==> config.mk <==
export PLATFORM = sky130hd
export DESIGN_NAME = bcd_search_ctrl
export DESIGN_NICKNAME = d
export VERILOG_FILES = /design/src/rtl/bcd_search_ctrl.sv
export SDC_FILE = /design/constraint.sdc
export NUM_CORES = 1
export LEC_CHECK = 0
export ABC_CLOCK_PERIOD_IN_PS = 7600
export CAP_MARGIN = 30
export CORE_MARGIN = 2
export CORE_UTILIZATION = 62
export CTS_BUF_LIST = sky130_fd_sc_hd__clkbuf_2
export DETAILED_ROUTE_END_ITERATION = 10
export GPL_TIMING_DRIVEN = 0
export MAX_ROUTING_LAYER = met4
export PLACE_DENSITY = 0.94
export SYNTH_ARGS = -nofsm -noshare
export SYNTH_HDL_FRONTEND = slang
export SYNTH_SLANG_ARGS = --single-unit
==> constraint.sdc <==
create_clock -name CLK -period 7.6 [get_ports CLK]
set_input_delay 0.76 -clock CLK [delete_from_list [all_inputs] [get_ports CLK]]
set_output_delay 0.76 -clock CLK [all_outputs]
set_load 0.1 [all_outputs]
==> src/rtl/bcd_search_ctrl.sv <==
// BCD linear search controller: counts a 4-digit BCD value up from 0000
// until it reaches a latched BCD target, then reports HIT (or ERR when the
// target contains a non-BCD digit).
//
// state   | meaning
// --------+-----------------------------------------------------------
// ST_IDLE | waiting for START; Q holds last result
// ST_RUN  | counting Q up in BCD until Q reaches latched target
// ST_HIT  | Q equals target; DONE high until ACK (or AUTO_ACK)
// ST_ERR  | target had a digit > 9; ERR high until ACK (or AUTO_ACK)
module bcd_search_ctrl #(
  parameter bit AUTO_ACK = 1'b0
) (
  input  logic       CLK,
  input  logic       RST,
  input  logic       START,
  input  logic       ACK,
  input  logic [3:0] V1000,
  input  logic [3:0] V0100,
  input  logic [3:0] V0010,
  input  logic [3:0] V0001,
  output logic [3:0] Q1000,
  output logic [3:0] Q0100,
  output logic [3:0] Q0010,
  output logic [3:0] Q0001,
  output logic       BUSY,
  output logic       DONE,
  output logic       ERR
);

  typedef enum logic [1:0] {
    ST_IDLE = 2'd0,
    ST_RUN  = 2'd1,
    ST_HIT  = 2'd2,
    ST_ERR  = 2'd3
  } state_t;

  state_t     state_q, state_d;
  logic [3:0] q1000_q, q0100_q, q0010_q, q0001_q;
  logic [3:0] q1000_d, q0100_d, q0010_d, q0001_d;
  logic [3:0] v1000_q, v0100_q, v0010_q, v0001_q;
  logic [3:0] v1000_d, v0100_d, v0010_d, v0001_d;

  logic [3:0]  inc1000, inc0100, inc0010, inc0001;
  logic        cy0001, cy0010, cy0100;
  logic [13:0] target_val, count_val;
  logic        hit, v_valid, ack_eff;

  // BCD increment of the count, digit carries ripple units -> thousands
  always_comb begin
    cy0001  = (q0001_q == 4'd9);
    cy0010  = cy0001 && (q0010_q == 4'd9);
    cy0100  = cy0010 && (q0100_q == 4'd9);
    inc0001 = cy0001 ? 4'd0 : q0001_q + 4'd1;
    inc0010 = cy0001 ? ((q0010_q == 4'd9) ? 4'd0 : q0010_q + 4'd1) : q0010_q;
    inc0100 = cy0010 ? ((q0100_q == 4'd9) ? 4'd0 : q0100_q + 4'd1) : q0100_q;
    inc1000 = cy0100 ? q1000_q + 4'd1 : q1000_q;
  end

  // Binary weight of target and count; both stay <= 9999 so 14 bits suffice
  always_comb begin
    target_val = {10'd0, v1000_q} * 14'd1000 + {10'd0, v0100_q} * 14'd100
               + {10'd0, v0010_q} * 14'd10   + {10'd0, v0001_q};
    count_val  = {10'd0, q1000_q} * 14'd1000 + {10'd0, q0100_q} * 14'd100
               + {10'd0, q0010_q} * 14'd10   + {10'd0, q0001_q};
    hit        = (target_val <= count_val);
    v_valid    = (V1000 <= 4'd9) && (V0100 <= 4'd9) &&
                 (V0010 <= 4'd9) && (V0001 <= 4'd9);
    ack_eff    = ACK || AUTO_ACK;
  end

  // Next-state, count and target-latch logic
  always_comb begin
    state_d = state_q;
    q1000_d = q1000_q;
    q0100_d = q0100_q;
    q0010_d = q0010_q;
    q0001_d = q0001_q;
    v1000_d = v1000_q;
    v0100_d = v0100_q;
    v0010_d = v0010_q;
    v0001_d = v0001_q;
    case (state_q)
      ST_IDLE: begin
        if (START) begin
          state_d = v_valid ? ST_RUN : ST_ERR;
          q1000_d = 4'd0;
          q0100_d = 4'd0;
          q0010_d = 4'd0;
          q0001_d = 4'd0;
          v1000_d = V1000;
          v0100_d = V0100;
          v0010_d = V0010;
          v0001_d = V0001;
        end
      end
      ST_RUN: begin
        if (hit) begin
          state_d = ST_HIT;
        end else begin
          q1000_d = inc1000;
          q0100_d = inc0100;
          q0010_d = inc0010;
          q0001_d = inc0001;
        end
      end
      ST_HIT:  if (ack_eff) state_d = ST_IDLE;
      ST_ERR:  if (ack_eff) state_d = ST_IDLE;
      default: state_d = ST_IDLE;
    endcase
  end

  // State, count and latched-target registers
  always_ff @(posedge CLK or posedge RST) begin
    if (RST) begin
      state_q <= ST_IDLE;
      q1000_q <= 4'd0;
      q0100_q <= 4'd0;
      q0010_q <= 4'd0;
      q0001_q <= 4'd0;
      v1000_q <= 4'd0;
      v0100_q <= 4'd0;
      v0010_q <= 4'd0;
      v0001_q <= 4'd0;
    end else begin
      state_q <= state_d;
      q1000_q <= q1000_d;
      q0100_q <= q0100_d;
      q0010_q <= q0010_d;
      q0001_q <= q0001_d;
      v1000_q <= v1000_d;
      v0100_q <= v0100_d;
      v0010_q <= v0010_d;
      v0001_q <= v0001_d;
    end
  end

  assign Q1000 = q1000_q;
  assign Q0100 = q0100_q;
  assign Q0010 = q0010_q;
  assign Q0001 = q0001_q;
  assign BUSY  = (state_q == ST_RUN);
  assign DONE  = (state_q == ST_HIT);
  assign ERR   = (state_q == ST_ERR);

endmodule

; Word-level counts from Yosys, hierarchy flattened
; Index checks and enable logic that the tools add are counted.
[classes]
addsub = 10
eq_ne = 13
n_mul = 6
reduce_logical = 14
mux = 20
magnitude_cmp = 5
[ops]
columns = operator, count
row1 = $mux 4, 11
row2 = $pmux 4 s2, 4
row3 = $add 14x11->14, 2
row4 = $add 14x4->14, 2
row5 = $add 14x8->14, 2
row6 = $mul 4x7->11 const B, 2
row7 = $mul 4x5->9 const B, 2
row8 = $add 4x1->4 const B, 4
row9 = $le 4x4->1 const B, 4
row10 = $le 14x14->1, 1
row11 = $mul 4x3->7 const B, 2
row12 = $eq 4x4->1 const B, 3
row13 = $reduce_and 4->1, 3
row14 = $ne 2x1->1 const B, 5
row15 = $mux 2, 4
row16 = $pmux 2 s3, 1
row17 = $reduce_and 3->1, 2
row18 = $logic_and 1x1->1, 5
row19 = $eq 2x2->1 const B, 2
row20 = $ne 2x2->1 const B, 2
row21 = $eq 2x1->1 const B, 1
row22 = $logic_not 2->1, 1
row23 = $reduce_and 2->1, 1
row24 = $reduce_bool 2->1, 1
row25 = $reduce_or 2->1, 1
[totals]
out_inout_bits = 19
reg_bits = 34

; Depth between registers and ports, before layout
; Gate-level depths: netlist (run 1).
[depth]
ltp_word = 7
mapped_depth = 25
ltp_nobuf = 24

; Worst setup path before layout (run 1)
; OpenSTA, ideal clock, no wires.
[synth_path]
path_kind = reg2reg
start = register q1000_q[2], in the netlist Q1000[2]
end = register q1000_q[3], in the netlist Q1000[3]
required_time_ns = 7.503
setup_slack_ns = 1.410
arrival_ns = 6.093
stages_incl_launch_ff = 22
n_path_buf = 1
synth_period_minus_slack_ns = 6.190
cell_sequence = dfrtp_1 fa_1 fa_1 ha_1 a21o_1 a21oi_1 xnor2_1 ha_1 ha_1 ha_1 nor2b_1 o21a_1 a31oi_1 xnor2_1 ha_1 nand4_1 nor2_1 o31a_1 o211ai_4 or3_1 buf_2 o31ai_2
[synth_between]
elab_chain_cells = 7
[synth_lines]
columns = element, line_no
row1 = "start, declared", 39  ; logic [3:0] q1000_q, q0100_q, q0010_q, q0001_q;
row2 = "start signal, assigned", 127  ; q1000_q <= q1000_d;
row3 = $mul 4x7->11, 64  ; count_val = {10'd0, q1000_q} * 14'd1000 + {10'd0, q0100_q} * 14'd100
row4 = $add 14x11->14, 64
row5 = $add 14x8->14, 65  ; + {10'd0, q0010_q} * 14'd10 + {10'd0, q0001_q};
row6 = $add 14x4->14, 65
row7 = $le 14x14->1, 66  ; hit = (target_val <= count_val);
row8 = $ne 2x2->1 (no source line), --
row9 = $reduce_and 4->1 (no source line), --
; Parallel ways exist; a longest one is shown, timed or not. The select of a mux whose other input is x is not followed.
; A chain may end at the register's enable or synchronous reset.

; Final worst setup path (run 1)
[layout_path]
start = register v1000_q[2]
end = register q0010_q[3], in the netlist Q0010[3]
[layout_between]
elab_chain_cells = 7
[layout_lines]
columns = element, line_no
row1 = "start, declared", 41  ; logic [3:0] v1000_q, v0100_q, v0010_q, v0001_q;
row2 = "start signal, assigned", 131  ; v1000_q <= v1000_d;
row3 = $mul 4x7->11, 62  ; target_val = {10'd0, v1000_q} * 14'd1000 + {10'd0, v0100_q} * 14'd100
row4 = $add 14x11->14, 62
row5 = $add 14x8->14, 63  ; + {10'd0, v0010_q} * 14'd10 + {10'd0, v0001_q};
row6 = $add 14x4->14, 63
row7 = $le 14x14->1, 66
row8 = $ne 2x2->1 (no source line), --
row9 = $reduce_and 4->1 (no source line), --
row10 = "end signal, assigned", 129  ; q0010_q <= q0010_d;
row11 = "end, declared", 39
; Every way passes these cells.

==> run summary, run 1 <==
Starting Density: 64.5%
Worst Setup Start Kind: register
Synth cell types: 47
Ys Warns: 0
DR pass1 iterations: 4
Fin Clk Skew: 16.3 ps
Initial antenna violation count: 0
Root buffer cell: clkbuf_2
Hold Vio Cnt, Final: 0
Outcome: complete, no violations
Layout cells sized above 1: 3.34%
Largest net degree at the start of global routing: 25
# diodes: 0
Num ports: 39
Final nets: 773
Sequential share of the synthesized area: 16.9%
CTS hold repair buffers: 0
Syn_nets: 727
Most common cell after layout, fill and taps aside: ha_1
Core area: 7810 um^2
Hold path start: v0001_q[1]
Die area: 8860 um^2
Routed vias/inst: 5.90
Tot GR Track Use: 26.7%
CTS tree: yes
Die Wd: 94.1 um
Asr flop ratio synth: 100%
Post-synth EDFFs: 0
DRT Wirelength: 11.2 mm
Worst slew pin tran: 982 ps
Num CTS Buffers: 5
Maximum capacitance violations: 0
Crit path cell chain: fa_1 > inv_1 > fa_1 > inv_1 > ha_1 > a21o_1 > a21oi_1 > xnor2_1 > ha_1 > ha_1 > ha_1 > o41ai_1 > o21ai_0 > xnor2_1 > ha_1 > nand4_1 > o41ai_2 > nand2_2 > o211ai_4 > clkbuf_1 > o21ai_0 > o41ai_1
CP arrival: 6680 ps
Final GP Congestion: 0.856
Synth Cell Area: 5030 um^2
Hpwl dp: 9.41 mm
Most frequent cells in the layout: 121 x ha_1, 71 x nand2_1, 68 x inv_1
Layout area overhead: 11.4%
Die Y: 94.1 um
Port buffer count: 38
Vias: 4135
Unrepaired setup endpoints after global routing: no
# DRC: 0
Slowest CP cell: fa_1
Rows: 32
Critical path peak fanout: 10
CP endpoint kind: register
Via count of the first global-routing pass: 4217
Most used cell, CP: ha_1
Post-synth top flop: dfrtp_1
# clock sinks: 34
Worst path required time: 7890 ps
Crit path from: v1000_q[2]
Clk buf depth: 2
Cells after Synth: 552
Setup TNS: 0 ps
Worst r2r src: v1000_q[2]
Resize count post-CTS: 0
Slowest Stage Delay on Critical Path: 630 ps
Starting DRC count in detailed routing: 202
Hold WC Path Type: register to register
Endpoints failing setup: 0
Wire per inst: 16.0 um
H-tree depth: 2
Max Slew Vio Count: 0
Worst-path clk slew: 170 ps
GR Overflow Total: 0
Synthesized flop and latch total: 34
Latest clock arrival within the worst-skew pair: 390 ps
Post-route ant nets: 0
FMAX: 156 MHz
First-pass GRT wire length: 18.4 mm
Fillcell total: 543
Postcts setup bufs: 0
Post-synthesis average cell area: 9.12 um^2
Period minus WS final: 6390 ps
Setup CP Type: register to register
Fin crit share: 84.1%
Slew headroom: 34.4%
## state kept, by name (all words and copies together) (netlist names)
name	cells
Q0100	4
state_q	2
v0100_q	4
Q0001	4
v1000_q	4
v0010_q	4
v0001_q	4
Q1000	4
Q0010	4
## layout make-up
type,instances,area (um^2),area share (%)
Inverter,69,272,4.84
Buffer,6,31.3,0.558
Tap cell,102,128,2.28
Timing Repair Buffer,39,408,7.28
Clock inverter,3,11.3,0.201
Sequential cell,34,851,15.2
Multi-Input combinational cell,443,3880,69.2
Clock buffer,5,25.0,0.446
## stage by stage
step / instance area, um^2 / util [%] / std cells / hold WS [ps] / worst slack [ps]
detailed placement: 5570 / 71.3 / 693 / 478 / 1310
finish: 5610 / 71.8 / 701 / 512 / 1210
floorplan: 5030 / - / 552 / 450 / 1410
global placement: 5540 / 71.0 / 692 / 472 / 1500
CTS: 5610 / 71.8 / 701 / 517 / 1260
global route: 5610 / 71.8 / 701 / 539 / 803
## worst paths after layout
path                                   end  slack (ps)  depth (start not counted)
worst max-delay path              Q0010[3]        1210                         22
max in group asynchronous         Q0010[3]        6400                          3
worst min register to register  v0001_q[1]         510                          2
worst min-delay path            v0001_q[1]         510                          2
min in group asynchronous       v0100_q[0]         710                          2
worst max register to register    Q0010[3]        1210                         22
## cell usage after synthesis, types with 2 or more instances
cell type / count / area, um^2
inv_1: 68 / 255
o211a_1: 2 / 20.0
a31oi_1: 3 / 18.8
o31ai_1: 6 / 45.0
xor2_1: 13 / 114
clkbuf_1: 4 / 15.0
o211ai_1: 4 / 30.0
nand4_1: 4 / 25.0
or2_2: 2 / 12.5
nand3_1: 5 / 25.0
ha_1: 121 / 1510
and2_1: 2 / 12.5
nand2b_1: 7 / 43.8
o41ai_1: 4 / 35.0
o41ai_2: 2 / 32.5
fa_1: 34 / 681
mux2i_1: 4 / 40.0
xnor2_1: 21 / 184
nor3_1: 6 / 30.0
nor2b_1: 7 / 43.8
dfrtp_1: 34 / 851
a21oi_1: 31 / 155
a211oi_1: 2 / 15.0
o21ai_0: 39 / 195
a31o_2: 2 / 17.5
nor2_1: 24 / 90.1
nand2_1: 71 / 267
a21o_1: 11 / 82.6
## critical path: cells and delay by family, from the launching register on
family / cells / cell delay (ps)
AOI/OAI and AO/OA: 8 / 2060
xor gates and xnor gates: 2 / 320
adders and majority gates: 7 / 2560
buffers and inverters: 3 / 490
DFF: 1 / 510
and+or+nand+nor: 2 / 350
## layer usage
metal | global-route usage, % | wire, um
met3 | 2.97 | 459
met4 | 9.66 | 258
met5 | - | 0
met2 | 47.8 | 5790
met1 | 31.0 | 4670
## cell families (layout without fill, tap and decap cells)
logic type | count (synthesis) | after routing | synth area share, %
adders and majority gates | 155 | 155 | 43.6
and+or+nand+nor | 135 | 135 | 12.0
AOI/OAI and AO/OA | 115 | 115 | 14.8
buffers and inverters | 75 | 122 | 6.02
xor gates and xnor gates | 34 | 34 | 5.92
DFF | 34 | 34 | 16.9
muxes | 4 | 4 | 0.795
Power of run 1 is not shown: default switching activity piles up to over one toggle a cycle in this logic, so the estimate is an artifact.
==> run 2: changes to the inputs <==
Settings changed: ABC_CLOCK_PERIOD_IN_PS 7600 to 6300.
Clock period 7.6 ns to 6.3 ns, I/O delays scaled along.
==> run 2 against run 1 <==
Effect of this change: via count up 1.1%; global-route usage unchanged; fmax up 5.3%; flip-flop and latch count unchanged; clock skew down 4.8 ps; critical path type unchanged; die area unchanged; cell area up 1.7%; non-clock buffer count up 7; register-to-register slack worse by 980 ps; routed wire length up 3.0%; cell count up 1.0%; highest routed layer unchanged; utilization up 1.2 points.
==> run summary, run 2 (synthesized netlist as in run 1, its figures left out) <==
Initial antenna violation count: 0
Worst slew pin tran: 981 ps
Layout area overhead: 13.2%
Maximum capacitance violations: 0
Max Slew Vio Count: 0
DRT Wirelength: 11.5 mm
Fin Clk Skew: 11.5 ps
Worst-path clk slew: 190 ps
Port buffer count: 38
Via count of the first global-routing pass: 4217
Worst Setup Start Kind: register
Tot GR Track Use: 26.7%
Most common cell after layout, fill and taps aside: ha_1
DR pass1 iterations: 5
CP arrival: 6380 ps
GR Overflow Total: 0
CTS tree: yes
Crit path cell chain: fa_2 > fa_1 > ha_1 > a21o_1 > a21oi_1 > xnor2_1 > ha_1 > ha_1 > ha_1 > nor2b_1 > o21a_1 > a31oi_1 > xnor2_1 > ha_1 > nand4_1 > nor2_1 > o31a_1 > o211ai_4 > or3_1 > buf_2 > o31ai_2
Setup CP Type: register to register
Rows: 32
Hold slack final: 510 ps
Post-route ant nets: 0
Hold WC Path Type: register to register
Most frequent cells in the layout: 120 x ha_1, 71 x nand2_1, 68 x inv_1
Period minus WS final: 6070 ps
Hold Vio Cnt, Final: 0
Latest clock arrival within the worst-skew pair: 380 ps
Final GP Congestion: 0.856
Critical path peak fanout: 7
Endpoints failing setup: 0
CP endpoint kind: register
# DRC: 0
Starting Density: 64.5%
Final nets: 780
First-pass GRT wire length: 18.4 mm
H-tree depth: 2
Core area: 7810 um^2
Starting DRC count in detailed routing: 235
Root buffer cell: clkbuf_2
Num CTS Buffers: 5
FMAX: 165 MHz
Vias: 4180
Outcome: complete, no violations
Hpwl dp: 9.41 mm
Num ports: 39
Wire per inst: 16.3 um
Largest net degree at the start of global routing: 25
Fin crit share: 96.4%
Slew headroom: 34.4%
Most used cell, CP: ha_1
Slowest CP cell: fa_2
Routed vias/inst: 5.90
Die Wd: 94.1 um
Layout cells sized above 1: 6.60%
Worst path required time: 6610 ps
Clk buf depth: 2
Die area: 8860 um^2
Slowest Stage Delay on Critical Path: 630 ps
# diodes: 0
# clock sinks: 34
Die Y: 94.1 um
[run 2: cell types whose count changed in the layout (fill, tap and decap cells not counted), sizes merged]
cell and delta:
buf +7
[run 2: final timing paths]
kind | from | endpoint | slack [ps] | cells past startpoint
max in group asynchronous | RST | Q1000[3] | 5230 | 3
min in group asynchronous | RST | v0010_q[3] | 580 | 2
setup reg to reg | Q1000[2] | Q1000[3] | 230 | 21
setup / recovery | Q1000[2] | Q1000[3] | 230 | 21
hold reg to reg | v0001_q[1] | v0001_q[1] | 510 | 2
hold / removal | v0001_q[1] | v0001_q[1] | 510 | 2
[run 2: layout make-up]
class                      count  area (um^2)
multi-input combinational    443         3910
fill                         525         2110
sequential                    34          858
timing repair buffer          46          460
inverter                      69          272
tap                          102          128
buffer                         6         32.5
clock buffer                   5         25.0
clock inverter                 3         11.3
[run 2: repair_timing]
action | 4_1_cts | 5_1_grt
setup endpoints to repair | 4 | 16
hold buffers | 0 | 0
gates resized for setup | 1 | 16
setup buffers | 0 | 7
pin swaps | 0 | 3
[run 2: metrics by stage]
stage	setup WS [ps]	area (um^2)	utilization, %	setup TNS, ps	std cells
global placement	200	5540	71.0	0	692
global route	-2.05	5700	73.0	-2.05	708
finish	229	5700	73.0	0	708
CTS	27.1	5610	71.8	0	701
floorplan	110	5030	-	0	552
detailed placement	12.9	5570	71.3	0	693
[run 2: critical path: cells and delay by family, from the launching register on]
family	cells	cell delay, ps
AO/OA/AOI/OAI	7	1420
XOR/XNOR	2	250
adder cells (fa/ha/maj)	7	2670
buffers and inverters	1	170
flip-flops	1	500
AND/OR/NAND/NOR	4	990
[run 2: metal layers]
| metal | vias up | track usage (%) | share of wire [%] |
|---|---|---|---|
| met4 | 0 | 9.66 | 2.0 |
| met1 | 2032 | 31.0 | 41 |
| li1 | 1993 | - | - |
| met2 | 127 | 47.8 | 52 |
| met5 | - | - | 0 |
| met3 | 28 | 2.97 | 4.3 |
Power of run 2 is left out for the same reason.
==> variant 1, RTL diff (settings of run 2) <==
Change the parameter `AUTO_ACK` from 1'b0 to 1'b1.
--- a/src/rtl/bcd_search_ctrl.sv
+++ b/src/rtl/bcd_search_ctrl.sv
@@ -10,5 +10,5 @@
 // ST_ERR  | target had a digit > 9; ERR high until ACK (or AUTO_ACK)
 module bcd_search_ctrl #(
-  parameter bit AUTO_ACK = 1'b0
+  parameter bit AUTO_ACK = 1'b1
 ) (
   input  logic       CLK,
Behaviour: not the same (Yosys sat finds a counterexample within 4 cycles, from zero or initial values and one cycle with RST high).
==> variant 1 against run 2 <==
Area after synthesis is 1.5% lower. Fmax fell by 2.7%. Worst setup slack worse by 0.17 ns. Clock skew up 0.017 ns. Count of clock-buffer cells in the layout did not move. Non-clock buffer count up 11. Wire length is 18% higher. Utilization rose by 3.3 points. Final area up 3.4%. Sequential cell count is the same. Largest cell class unchanged.
Power is not shown: default switching activity piles up to over one toggle a cycle in this logic, so the estimate is an artifact.
==> variant 1: results (changes against run 2) <==
GRT
  • First-pass GRT wire length: 20440 um (+11%)
  • Largest net degree at the start of global routing: 22 (-12%)
  • GR Util met2: 50.48% (+2.7 points)
  • GR Util met3: 5.077% (+2.1 points)

Timing
  • Worst hold slack: 0.5429 ns (+0.03295 ns)
  • Worst rel slew slack: 33.76% (-0.61 points)
  • Setup Skew: 0.02877 ns (+0.01730 ns)

Synthesis
  • Seq/Total Area, Yosys: 17.17% (+0.26 points)
  • Synth Area in XOR/XNOR: 6.009% (+0.093 points)
  • Syn_nets: 699 (-3.9%)
  • Top post-synthesis cells by area: ha_1, dfrtp_1, fa_1
  • Commonest cells in the synthesized netlist: ha_1, inv_1, nand2_1
  • Post-Syn Instances: 524 (-5.1%)
  • Compound-Gate Fraction of Synth Area: 12.75% (-2.0 points)
  • Post-synthesis mux area share: 3.484% (+2.7 points)
  • Post-synthesis cell type count: 42 (-11%)

Detailed routing
  • Met3 WL: 957 um (+93%)
  • Routed wl met2: 6788 um (+13%)
  • Vias per cell: 6.332 (+7.2%)
  • WL per Instance: 19.76 um (+21%)
  • DR pass1 iterations: 6 (+1)

Placement
  • Pre-CTS WS: -0.2648 ns (-0.2777 ns)
  • Port Buffer Count: 37 (-2.6%)
  • Final RePlAce weighted congestion: 0.8659 (+1.1%)

Status
  • Status: completed

Layout
  • Fillers: 424 (-19%)

Setup path
  • R2r worst-path depth: 20 (-4.8%)
  • CP arrival: 6.61 ns (+0.23 ns)

Clock tree
  • Skew-Pair Late Insertion Delay: 0.44 ns (+0.06 ns)

Hold path
  • Hold Path Class: in -> async
variant 1: worst max-delay path: stages (launching register included):
cell     delay (ns)
dfrtp_1        0.47
buf_4          0.17
ha_1           0.33
fa_1           0.58
fa_2           0.48
fa_1           0.51
ha_1           0.31
ha_1           0.39
o21ai_1        0.17
nor2_1         0.10
o41ai_4        0.29
o21ai_2        0.09
xnor2_1        0.13
ha_1           0.36
nand4_4        0.17
nor2_1         0.16
o31ai_1        0.16
a221o_1        0.38
buf_6          0.15
or4_4          0.53
o31ai_2        0.24
variant 1: worst max-delay path by stage:
stage	from	endpoint	depth (start not counted)
floorplan	Q1000[0]$_DFFE_PP0P_	Q1000[3]$_DFFE_PP0P_	20
finish	v1000_q[1]$_DFFE_PP0P_	Q1000[3]$_DFFE_PP0P_	20
detailed placement	v1000_q[2]$_DFFE_PP0P_	Q1000[3]$_DFFE_PP0P_	22
CTS	v1000_q[1]$_DFFE_PP0P_	Q0001[1]$_DFFE_PP0P_	23
global route	v1000_q[3]$_DFFE_PP0P_	Q1000[3]$_DFFE_PP0P_	24
global placement	v1000_q[2]$_DFFE_PP0P_	Q1000[3]$_DFFE_PP0P_	22
variant 1: cell type report:
cell class | instances | area (sq um) | area share, %
multi-input cells | 416 | 3991 | 67.71
flip-flops and latches | 34 | 858.3 | 14.56
repair buffers | 56 | 533.0 | 9.043
inverters | 67 | 251.5 | 4.267
well taps | 102 | 127.6 | 2.165
clock inverters | 3 | 68.82 | 1.167
plain buffers | 7 | 38.79 | 0.6580
clock buffers | 5 | 25.02 | 0.4245
variant 1: what timing repair did:
action	CTS	global route
pin swaps	3	13
gates cloned	0	0
resized for setup	11	27
endpoints found under the setup margin	16	18
setup buffers	8	10
endpoints found under the hold margin	0	0
==> variant 2, RTL diff (config.mk and constraints of run 2) <==
Without the edit above. Make the reset (`RST`) synchronous in one clocked block.
--- a/src/rtl/bcd_search_ctrl.sv
+++ b/src/rtl/bcd_search_ctrl.sv
@@ -112,5 +112,5 @@
 
   // State, count and latched-target registers
-  always_ff @(posedge CLK or posedge RST) begin
+  always_ff @(posedge CLK) begin
     if (RST) begin
       state_q <= ST_IDLE;
Behaviour: differs if RST is asserted again (counterexample within 4 cycles, from zero or initial values and one cycle with RST high); with RST held inactive, the same outputs for 10 cycles.
==> variant 2 against run 2 <==
Final area is 0.94% lower. Critical path depth rose by 2. Worst setup slack better by 0.063 ns. Synthesized cell count is 5.1% higher. Wire length rose by 6.6%. Area after synthesis down 0.85%. Global-route usage is 3.2 points higher. Count of clock-buffer cells in the layout unchanged. First-iteration DRC count is 8.1% higher. Sequential cell count unchanged. Non-clock buffer count fell by 5. Critical path type unchanged. Highest routed layer unchanged.
Power is left out: it rests on default switching activity, and per cell area and clock period it moved more than threefold.
==> variant 2: results (changes against run 2) <==
Status
  • Status: completed

Synthesis
  • Commonest cells in the synthesized netlist: ha_1, inv_1, nand2_1
  • Post-synthesis mux area share: 0.2006% (-0.59 points)
  • Main flop type after synthesis: dfxtp_1
  • FFs w/ async S/R, synth: 0% (-100 points)
  • Adder-Cell Fraction of Synth Area: 43.97% (+0.37 points)
  • Synth Area in XOR/XNOR: 6.493% (+0.58 points)
  • Compound-Gate Fraction of Synth Area: 15.27% (+0.50 points)
  • Post-synthesis cell type count: 51 (+8.5%)
  • Top post-synthesis cells by area: ha_1, dfxtp_1, fa_1
  • Post-Syn Instances: 580 (+5.1%)
  • Seq/Total Area, Yosys: 13.64% (-3.3 points)
  • Syn_nets: 755 (+3.9%)

Layout
  • Diodes inserted: 0 (unchanged)
  • Fillers: 524 (-0.19%)
  • Nets: 800 (+2.6%)
  • Share of layout cells above drive strength 1: 4.952% (-1.6 points)
  • Fin area: 5647 sq um (-0.94%)

Timing
  • Worst hold slack: 0.4863 ns (-0.02366 ns)
  • Setup Skew: 0.04153 ns (+0.03006 ns)
  • Crit path time final: 6.008 ns (-0.06306 ns)
  • Worst rel slew slack: 32.70% (-1.7 points)

Setup path
  • Reg-to-reg endpoint: Q0010[3]$_SDFFE_PP0P_
  • Worst reg2reg path startpoint: v1000_q[1]$_SDFFE_PP0P_
  • FF-to-FF setup slack: 0.29 ns (+0.06 ns)
  • Crit path max fanout: 6 (-1)
  • R2r worst-path depth: 23 (+9.5%)
  • CP arrival: 6.35 ns (-0.03 ns)
  • Crit path to: Q0010[3]$_SDFFE_PP0P_

Detailed routing
  • WL met1: 4790 um (+0.38%)
  • Vias: 4395 (+5.1%)
  • DR iter-0 viols: 254 (+8.1%)
  • Vias per cell: 6.037 (+2.3%)
  • DR pass1 iterations: 6 (+1)
  • Met3 WL: 615 um (+24%)
  • Total routed wirelength: 12290 um (+6.6%)
  • Post-route DRC: 0 (unchanged)
  • Routed wl met2: 6317 um (+4.9%)

GRT
  • Met1 Resource Use GR: 32.29% (+1.3 points)
  • Largest net degree at the start of global routing: 13 (-48%)
  • GRT Total Usage: 29.93% (+3.2 points)
  • GR Util met2: 54.11% (+6.3 points)
  • Number of global-route vias before repair: 4665 (+11%)
  • First-pass GRT wire length: 20600 um (+12%)
  • GR Util met3: 5.056% (+2.1 points)
  • Initial antenna violation count: 0 (unchanged)
  • Overflow after GRT: 0 (unchanged)

Placement
  • Pre-CTS WS: 0.03320 ns (+0.02033 ns)
  • Post-DP HPWL: 9602 um (+2.0%)
  • Area after DPL: 5499 sq um (-1.3%)
  • Final RePlAce weighted congestion: 0.9118 (+6.5%)
  • Placed cell count: 720 (+3.9%)

Clock tree
  • Clk slew on worst S/H paths: 0.22 ns (+0.03 ns)
  • Skew-Pair Late Insertion Delay: 0.42 ns (+0.04 ns)
  • Clock buffer depth: 2 (unchanged)

Hold path
  • Hold_sp: v0001_q[0]$_SDFFE_PP0P_
  • Hold worst-path end: v0001_q[0]$_SDFFE_PP0P_
## variant 2: cell count changes after synthesis, moves of 5 or more
cell	change
a21o_1	-7
nand4_1	+5
nand3_1	+10
nand2b_1	-6
o21ai_0	-18
o21bai_1	+6
inv_1	+9
nor3_1	+5
dfrtp_1	-34
a21oi_1	+23
dfxtp_1	+34
nand2_1	-10
## variant 2: kinds of logic (layout without fill, tap and decap cells)
| logic type | after synthesis | after routing |
|---|---|---|
| fa+ha+maj | 155 | 155 |
| simple gates | 143 | 143 |
| compound gates | 123 | 123 |
| buf+inv | 87 | 133 |
| xor+xnor | 37 | 37 |
| flops | 34 | 34 |
| mux | 1 | 1 |
## variant 2: layout make-up
type                            instances  area share (%)
Multi-Input combinational cell        459           70.91
Sequential cell                        34           12.30
Timing Repair Buffer                   38           6.736
Inverter                               78           5.274
Tap cell                              102           2.260
Clock inverter                          3           1.219
Buffer                                  9          0.8642
Clock buffer                            5          0.4432
## variant 2: critical path, cell delays in order (launching register included)
cell and delay [ns]:
dfxtp_2 0.42, fa_1 0.65, inv_1 0.08, fa_1 0.50, inv_1 0.04, ha_1 0.34
a21o_1 0.19, a21oi_2 0.17, xnor2_1 0.14, ha_1 0.25, ha_1 0.30, ha_1 0.34
inv_1 0.06, o21bai_1 0.23, o41ai_2 0.14, o21ai_1 0.18, xnor2_1 0.09, ha_1 0.33
nand4_1 0.23, nor2_1 0.17, o31ai_1 0.16, a21bo_2 0.29, or4_1 0.48, a21oi_1 0.14
## variant 2: repair_timing
action,4_1_cts,5_1_grt
endpoints found under the setup margin,1,17
resized for setup,1,19
buffers inserted,0,0
hold buffers,0,0
pin swaps,0,3
